**src/rtl/gray_code_pkg.sv**
```systemverilog
// Shared mode encodings and width-agnostic binary/Gray conversion helpers.
package gray_pkg;

  // Widest code the converter supports; narrower codes are zero-extended
  // into this width, which leaves both conversions unchanged.
  localparam int MAX_W = 16;

  typedef enum logic [1:0] {
    MODE_B2G  = 2'b00,
    MODE_G2B  = 2'b01,
    MODE_STEP = 2'b10,
    MODE_LOAD = 2'b11
  } mode_e;

  // Binary to Gray: each bit is the XOR of itself and its upper neighbour.
  function automatic logic [MAX_W-1:0] bin2gray(input logic [MAX_W-1:0] b);
    return b ^ (b >> 1);
  endfunction

  // Gray to binary: prefix XOR running from the MSB downwards.
  function automatic logic [MAX_W-1:0] gray2bin(input logic [MAX_W-1:0] g);
    logic [MAX_W-1:0] b;
    b[MAX_W-1] = g[MAX_W-1];
    for (int i = MAX_W - 2; i >= 0; i--) begin
      b[i] = b[i+1] ^ g[i];
    end
    return b;
  endfunction

endpackage

```
**src/rtl/gray_code_if.sv**
```systemverilog
// Request/result bundle between a requester and the Gray code converter.
interface gray_code_if
  import gray_pkg::*;
#(
  parameter int WIDTH = 4
);

  logic             in_valid;
  mode_e            mode;
  logic [WIDTH-1:0] data_in;
  logic [WIDTH-1:0] data_out;
  logic             out_valid;
  logic [WIDTH-1:0] cnt_gray;
  logic             cnt_wrap;

  // Requester side: issues operations, observes results.
  modport master (
    output in_valid,
    output mode,
    output data_in,
    input  data_out,
    input  out_valid,
    input  cnt_gray,
    input  cnt_wrap
  );

  // Converter side.
  modport slave (
    input  in_valid,
    input  mode,
    input  data_in,
    output data_out,
    output out_valid,
    output cnt_gray,
    output cnt_wrap
  );

endinterface

```
**src/rtl/gray_code_counter.sv**
```systemverilog
// Gray-sequence counter: binary count register, registered Gray view of it,
// and a one-cycle wrap pulse when an increment rolls all-ones back to zero.
module gray_counter
  import gray_pkg::*;
#(
  parameter int WIDTH = 4
) (
  input  logic             clk,
  input  logic             rst,
  input  logic             step,
  input  logic             load,
  input  logic [WIDTH-1:0] load_val,
  output logic [WIDTH-1:0] gray_next,
  output logic [WIDTH-1:0] cnt_gray,
  output logic             cnt_wrap
);

  logic [WIDTH-1:0] cnt_p0;
  logic             wrap_p0;
  logic [WIDTH-1:0] cnt_p1;
  logic [WIDTH-1:0] gray_p1;
  logic             wrap_p1;

  // Stage p0: next count; a load never raises the wrap pulse.
  always_comb begin
    cnt_p0  = cnt_p1;
    wrap_p0 = 1'b0;
    if (load) begin
      cnt_p0 = load_val;
    end else if (step) begin
      cnt_p0  = cnt_p1 + WIDTH'(1);
      wrap_p0 = &cnt_p1;
    end
  end

  // The Gray form of the next count is shared with the top-level result mux.
  assign gray_next = WIDTH'(bin2gray(MAX_W'(cnt_p0)));

  // Stage p1: count, Gray view and wrap pulse registers.
  always_ff @(posedge clk) begin
    if (rst) begin
      cnt_p1  <= '0;
      gray_p1 <= '0;
      wrap_p1 <= 1'b0;
    end else begin
      cnt_p1  <= cnt_p0;
      gray_p1 <= gray_next;
      wrap_p1 <= wrap_p0;
    end
  end

  assign cnt_gray = gray_p1;
  assign cnt_wrap = wrap_p1;

endmodule

```
**src/rtl/gray_code.sv**
```systemverilog
// Registered binary/Gray converter with an integrated Gray-sequence counter.
// Every accepted request produces its result one cycle later.
module gray_code
  import gray_pkg::*;
#(
  parameter int WIDTH = 4
) (
  input logic        clk,
  input logic        rst,
  gray_code_if.slave bus
);

  logic [WIDTH-1:0] b2g_p0;
  logic [WIDTH-1:0] g2b_p0;
  logic [WIDTH-1:0] gray_next;
  logic [WIDTH-1:0] res_p0;
  logic             step_p0;
  logic             load_p0;
  logic [WIDTH-1:0] data_p1;
  logic             vld_p1;
  logic [WIDTH-1:0] cnt_gray;
  logic             cnt_wrap;

  // Stage p0: both conversions are computed every cycle; the mode picks one.
  assign b2g_p0  = WIDTH'(bin2gray(MAX_W'(bus.data_in)));
  assign g2b_p0  = WIDTH'(gray2bin(MAX_W'(bus.data_in)));
  assign step_p0 = bus.in_valid && (bus.mode == MODE_STEP);
  assign load_p0 = bus.in_valid && (bus.mode == MODE_LOAD);

  gray_counter #(
    .WIDTH (WIDTH)
  ) u_counter (
    .clk       (clk),
    .rst       (rst),
    .step      (step_p0),
    .load      (load_p0),
    .load_val  (bus.data_in),
    .gray_next (gray_next),
    .cnt_gray  (cnt_gray),
    .cnt_wrap  (cnt_wrap)
  );

  // Result select: counter modes report the counter's new Gray value.
  always_comb begin
    res_p0 = '0;
    case (bus.mode)
      MODE_B2G:  res_p0 = b2g_p0;
      MODE_G2B:  res_p0 = g2b_p0;
      MODE_STEP: res_p0 = gray_next;
      MODE_LOAD: res_p0 = gray_next;
      default:   res_p0 = '0;
    endcase
  end

  // Stage p1: result holds when idle; valid pulses once per accepted request.
  always_ff @(posedge clk) begin
    if (rst) begin
      data_p1 <= '0;
      vld_p1  <= 1'b0;
    end else begin
      vld_p1 <= bus.in_valid;
      if (bus.in_valid) begin
        data_p1 <= res_p0;
      end
    end
  end

  assign bus.data_out  = data_p1;
  assign bus.out_valid = vld_p1;
  assign bus.cnt_gray  = cnt_gray;
  assign bus.cnt_wrap  = cnt_wrap;

endmodule

```
**src/flat_wrapper.sv**
```systemverilog
// flat-port wrapper written by rule: the top's interface ports become plain ports
module gray_code_flat import gray_pkg::*;
#(
  parameter int WIDTH = 4
)
  (clk, rst, bus_in_valid, bus_mode, bus_data_in, bus_data_out, bus_out_valid, bus_cnt_gray, bus_cnt_wrap);
  gray_code_if #(.WIDTH(WIDTH)) bus_i ();
  input logic clk;
  input logic rst;
  input wire logic [$bits(bus_i.in_valid)-1:0] bus_in_valid;
  input wire logic [$bits(bus_i.mode)-1:0] bus_mode;
  input wire logic [$bits(bus_i.data_in)-1:0] bus_data_in;
  output wire logic [$bits(bus_i.data_out)-1:0] bus_data_out;
  output wire logic [$bits(bus_i.out_valid)-1:0] bus_out_valid;
  output wire logic [$bits(bus_i.cnt_gray)-1:0] bus_cnt_gray;
  output wire logic [$bits(bus_i.cnt_wrap)-1:0] bus_cnt_wrap;
  assign bus_i.in_valid = bus_in_valid;
  assign bus_i.mode = bus_mode;
  assign bus_i.data_in = bus_data_in;
  assign bus_data_out = bus_i.data_out;
  assign bus_out_valid = bus_i.out_valid;
  assign bus_cnt_gray = bus_i.cnt_gray;
  assign bus_cnt_wrap = bus_i.cnt_wrap;
  gray_code #(.WIDTH(WIDTH)) u_core (.clk(clk), .rst(rst), .bus(bus_i));
endmodule
```
**config.mk**
```make
export PLATFORM = sky130hd
export DESIGN_NAME = gray_code_flat
export DESIGN_NICKNAME = d
export VERILOG_FILES = /design/src/rtl/gray_code_pkg.sv /design/src/rtl/gray_code_if.sv /design/src/rtl/gray_code_counter.sv /design/src/rtl/gray_code.sv /design/src/flat_wrapper.sv
export SDC_FILE = /design/constraint.sdc
export NUM_CORES = 1
export LEC_CHECK = 0
export CORE_MARGIN = 10
export CORE_UTILIZATION = 41
export CTS_CLUSTER_SIZE = 40
export DETAILED_ROUTE_END_ITERATION = 10
export PLACE_DENSITY = 0.78
export SLEW_MARGIN = 20
export SYNTH_ARGS = -nofsm -noshare
export SYNTH_HDL_FRONTEND = slang
export SYNTH_SLANG_ARGS = --single-unit
```
**constraint.sdc**
```tcl
create_clock -name clk -period 5.35 [get_ports clk]
set_clock_uncertainty 0.2 [all_clocks]
set_input_delay 1.07 -clock clk [delete_from_list [all_inputs] [get_ports clk]]
set_output_delay 1.07 -clock clk [all_outputs]
set_load 0.05 [all_outputs]
```
# ---- Yosys cells after proc, flatten, opt, wreduce, memory -nomap -nowiden
# Cells that the tools add are included.
dict set report op_classes {
  addsub 1
  eq_ne 3
  mux 3
  bitwise 6
  reduce_logical 6
}
# cell count
set ops {}
lappend ops {{$pmux W4 S3} 1}
lappend ops {{$mux W4} 2}
lappend ops {{$xor A4 B3 Y4} 2}
lappend ops {{$add A4 B1 Y4 const B} 1}
lappend ops {{$eq A2 B2 Y1 const B} 2}
lappend ops {{$reduce_and A4 Y1} 1}
lappend ops {{$reduce_or A3 Y1} 1}
lappend ops {{$xor A1 B1 Y1} 3}
lappend ops {{$eq A2 B1 Y1 const B} 1}
lappend ops {{$logic_and A1 B1 Y1} 2}
lappend ops {{$logic_not A2 Y1} 1}
lappend ops {{$reduce_or A2 Y1} 1}
lappend ops {{$not A1 Y1} 1}
dict set report totals {
  register_bits 14
  input_bits 9
  out_inout_bits 10
}

# ---- Depth between registers and ports, before layout
dict set report logic_depth {
  word_depth 6
  ltp_mapped 7
  mapped_depth_nobuf 6
}

# ---- Cells and area by module
# A second synthesis with hierarchy kept.
dict set report unflattened {
  hier_cells 69
  hier_area_um2 706.9
}
# mod instances cells_per_inst area_each_um2 seq_area_each_um2
set by_module_without_submodules {}
lappend by_module_without_submodules {gray_counter 1 36 411.6 160.2}
lappend by_module_without_submodules {gray_code 1 33 295.3 100.1}

# ---- Least setup slack after synthesis
# Ideal clock, no wire load.
dict set report synth_path {
  path_type {input -> register}
  start {in bus_in_valid}
  end {reg u_core.u_counter.gray_p1[1] (netlist: u_core.u_counter.cnt_gray[1])}
  arrival_time_ps 2158
  required_ps 5034
  path_slack_ps 2876
  cell_stages 6
  path_buffers 2
  cell_sequence {buf_6 -> and2_1 -> buf_6 -> mux2i_4 -> or3_1 -> and3b_1}
}
dict set report synth_via {
  elab_chain_len 4
  elab_cells_between_ends 5
}
# element line
set synth_rtl {}
lappend synth_rtl {{start: declaration} flat_wrapper.sv:10} ;# input wire logic [$bits(bus_i.in_valid)-1:0] bus_in_valid;
lappend synth_rtl {{$logic_and A1 B1 Y1} gray_code.sv:27} ;# assign step_p0 = bus.in_valid && (bus.mode == MODE_STEP);
lappend synth_rtl {{$mux W4} gray_code_counter.sv:30} ;# end else if (step) begin
lappend synth_rtl {{$mux W4 (*)} gray_code_counter.sv:28} ;# if (load) begin
lappend synth_rtl {{$xor A4 B3 Y4 (*)} gray_code_pkg.sv:17} ;# return b ^ (b >> 1);
lappend synth_rtl {{end signal: assignment} gray_code_counter.sv:47} ;# gray_p1 <= gray_next;
lappend synth_rtl {{end: declaration} gray_code_counter.sv:21} ;# logic [WIDTH-1:0] gray_p1;
# Every way passes the cells marked *; elsewhere a longest branch is shown, timed or not.
# A chain may end at the register's enable or synchronous reset.

# ---- Final worst setup path
dict set report layout_path {
  start {in bus_in_valid}
  end {reg u_core.data_p1[0] (netlist: u_core.bus.data_out[0])}
}
dict set report layout_via {
  elab_chain_len 5
  elab_cells_between_ends 6
}
# element line
set layout_rtl {}
lappend layout_rtl {{$logic_and A1 B1 Y1} gray_code.sv:27}
lappend layout_rtl {{$mux W4} gray_code_counter.sv:30}
lappend layout_rtl {{$mux W4} gray_code_counter.sv:28}
lappend layout_rtl {{$xor A4 B3 Y4} gray_code_pkg.sv:17}
lappend layout_rtl {{$pmux W4 S3} gray_code.sv:46} ;# case (bus.mode)
lappend layout_rtl {{end signal: assignment} gray_code.sv:63} ;# data_p1 <= res_p0;
lappend layout_rtl {{end: declaration} gray_code.sv:19} ;# logic [WIDTH-1:0] data_p1;
# Several ways; a longest one is shown, not always the timed one.

==> flow_summary_export.csv <==
group,metric,value,unit
run,drv_cap,0,
global_routing,grt_pass1_vias,591,
clocking,cts_resized,0,
pwr,leakagePower,0.335,nW
yosys,syn-num-nets,89,
timing,setup_viol,0,
global_routing,grt_overflow,0,
cells_and_area,fin_nets,107,
placed_design,place_inst,108,
pwr,cellPowerDensity,264,mW/mm²
floorplanning,num_rows,14,
timing,finalCriticalPeriod,2910,ps
cells_and_area,drive_above_1_share,7.29,%
global_routing,grt_usage,9.25,%
global_routing,grt_max_degree,15,
pwr,power_frac_comb,28.7,%
clocking,clock_sinks,13,
worst_setup_path,path_max_fanout,9,
timing,rsz0062_at_grt,"false",
route,drt_pre_antenna_iters,4,
route,vias,611,
timing,report.final.slew_viol_count,0,
global_routing,use_met1,10.3,%
clocking,ctsHoldBuffers,0,
clocking,post_cts_buffers,0,
min_path,hold_class,"reg2reg",
yosys,ys_warn_count,0,
cells_and_area,final_cells,112,
route,viasPerCell,5.46,
floorplanning,dieArea,0.00377,mm²
cells_and_area,fill_cells,131,
yosys,postSynthCellCount,79,
timing,final.setup.tns,0,ps
clocking,cts_max_level,1,
timing,period_share,54.5,%
route,drt-total-wl,1580,µm
outcome,outcome,"finished clean",
worst_setup_path,startpoint_type,"input pin",
pwr,p_seq_share,45.4,%
timing,slew_headroom,65.9,%
floorplanning,pin_count,19,
placed_design,hpwl,1210,µm
worst_setup_path,cp.arrival,2900,ps
cells_and_area,area_growth,26.3,%
pwr,power_switching_share,31.8,%
floorplanning,chipHeight,61.4,µm
worst_setup_path,endpoint_kind,"register",
route,postRouteAntennaNets,0,
global_routing,gr-usage-met3,4.53,%
clocking,clk_latency,280,ps
global_routing,use_met2,14.2,%
yosys,syn_area,703,µm²
global_routing,top_usage_layer,"met2",
timing,fmax,343,MHz
clocking,cts_root_buffer,"clkbuf_4",
global_routing,antenna_found_initial,0,
floorplanning,die_x,61.4,µm
worst_setup_path,crit_required,5340,ps
yosys,synth.yosys.seq_area_share,37.0,%
placed_design,gp_congestion,0.937,
yosys,ys_types,34,
timing,max_slew.worst_pin.slew,510,ps
route,drt-wirelength-per-cell,14.1,µm
timing,worst_slack,2440,ps
pwr,power_switching,0.0748,mW
global_routing,grt_pass1_wl,2590,µm
floorplanning,initial_core_util,45.1,%
floorplanning,coreArea,0.00156,mm²
cells_and_area,multiInputGateArea,390,µm²
clocking,clock_path_buffers,2,
placed_design,io_buffers,18,
pwr,ir_worst_vdd,0.159,mV
yosys,avgSynthCellArea,8.90,µm²
timing,hold_violations,0,
cells_and_area,regArea,260,µm²
pwr,p_clk_share,25.9,%
pwr,power_report.internal_total,0.160,mW
worst_setup_path,critical_path_class,"in2reg",
route,drc,0,
route,drt_iter0_markers,13,
yosys,ys_ff_latch,13,
clocking,clk_transition_reported_paths,80,ps
placed_design,dp_slack,2130,ps
clocking,cts_tree,"yes",
clocking,cts_buffers,3,
cells_and_area,num_antenna_cells,0,
-- layer usage --
layer	vias up	part of all wire [%]
met5	-	0
met3	2	9.3
met2	25	47
met4	0	0.89
met1	276	43
li1	308	-
-- path summary, 6_finish.rpt --
kind | startpoint | to | slack, ps | cells after the start
max | bus_in_valid | u_core.bus.data_out[0] | 2440 | 6
min | u_core.bus.data_out[3] | u_core.bus.data_out[3] | 290 | 2
max reg2reg | u_core.u_counter.cnt_p1[1] | u_core.bus.data_out[0] | 3350 | 6
min reg2reg | u_core.bus.data_out[3] | u_core.bus.data_out[3] | 290 | 2
-- critical path: stages --
cell             delay, ps
clkdlybuf4s50_1        620
and2_1                 330
mux2i_4                340
xor2_1                 210
mux2i_1                100
a211oi_1               230
-- cell type report --
type | count | area share [%]
clock buffers | 4 | 2.96
inverters | 3 | 1.27
multi-input cells | 58 | 43.9
flip-flops and latches | 13 | 29.3
well taps | 16 | 2.25
repair buffers | 18 | 20.3
-- sequential cells by signal, indices dropped and copies added (netlist names) --
register / cells
u_core.bus.data_out: 4
u_core.bus.out_valid: 1
u_core.u_counter.cnt_gray: 3
u_core.u_counter.cnt_p1: 4
u_core.u_counter.cnt_wrap: 1
-- cells in the final DEF, fill, tap and decap left out, drive strengths merged, types with 2 or more instances in the layout --
cell type,Yosys,routed
a211oi,2,2
a21oi,5,5
clkbuf,1,4
clkdlybuf4s50,0,18
dfxtp,13,13
inv,3,3
mux2i,3,3
nand2,3,3
nand2b,2,2
nand3,4,4
nor2,10,10
nor2b,2,2
o21ai,2,2
or2b,2,2
xnor2,6,6
-- cells by family after synthesis --
| kind of cell | synth area share, % |
|---|---|
| simple gates | 22.4 |
| flops | 37.0 |
| xor+xnor | 8.72 |
| buf+inv | 7.47 |
| compound gates | 14.9 |
| fa+ha+maj | 1.78 |
| mux | 7.65 |
-- cell usage after synthesis --
cell / n / area [µm²]
mux2_2: 1 / 11.3
xor2_1: 1 / 8.76
mux2i_1: 2 / 20.0
o311ai_1: 1 / 8.76
or2_2: 1 / 6.26
a211oi_1: 2 / 15.0
a21boi_0: 1 / 7.51
a31o_2: 1 / 8.76
a21oi_1: 5 / 25.0
ha_1: 1 / 12.5
nor4b_1: 1 / 8.76
a21o_1: 1 / 7.51
nor2b_1: 2 / 12.5
nand3_1: 4 / 20.0
or2b_1: 2 / 15.0
nor2_1: 10 / 37.5
o21ai_0: 2 / 10.0
a31oi_1: 1 / 6.26
and3b_1: 1 / 8.76
buf_4: 2 / 15.0
inv_1: 3 / 11.3
mux2i_4: 1 / 22.5
dfxtp_1: 13 / 260
o31ai_1: 1 / 7.51
nor3_1: 1 / 5.00
o221ai_1: 1 / 8.76
xnor2_1: 6 / 52.6
buf_6: 2 / 22.5
nand3b_1: 1 / 7.51
nand2b_1: 2 / 12.5
nand2_1: 3 / 11.3
or3_1: 1 / 6.26
and2_1: 1 / 6.26
clkbuf_1: 1 / 3.75
-- stage by stage --
step / utilization (%) / cell area (µm²) / hold WS, ps / power, mW
finish: 57.0 / 888 / 289 / 0.235
global route: 57.0 / 888 / 305 / 0.249
CTS: 57.0 / 888 / 291 / 0.239
detailed placement: 55.3 / 862 / 279 / 0.177
global placement: 55.3 / 862 / 276 / 0.176
floorplan: - / 703 / 249 / 0.156
-- power by group through the flow --
stage / clock network [mW] / logic (mW) / registers (mW)
2_1_floorplan: 0 / 0.0299 / 0.126
3_5_place_dp: 0 / 0.0677 / 0.109
5_1_grt: 0.0688 / 0.0729 / 0.108
4_1_cts: 0.0649 / 0.0679 / 0.107
6_report: 0.0608 / 0.0675 / 0.107
3_3_place_gp: 0 / 0.0671 / 0.109
(Power assumes the default switching activity.)
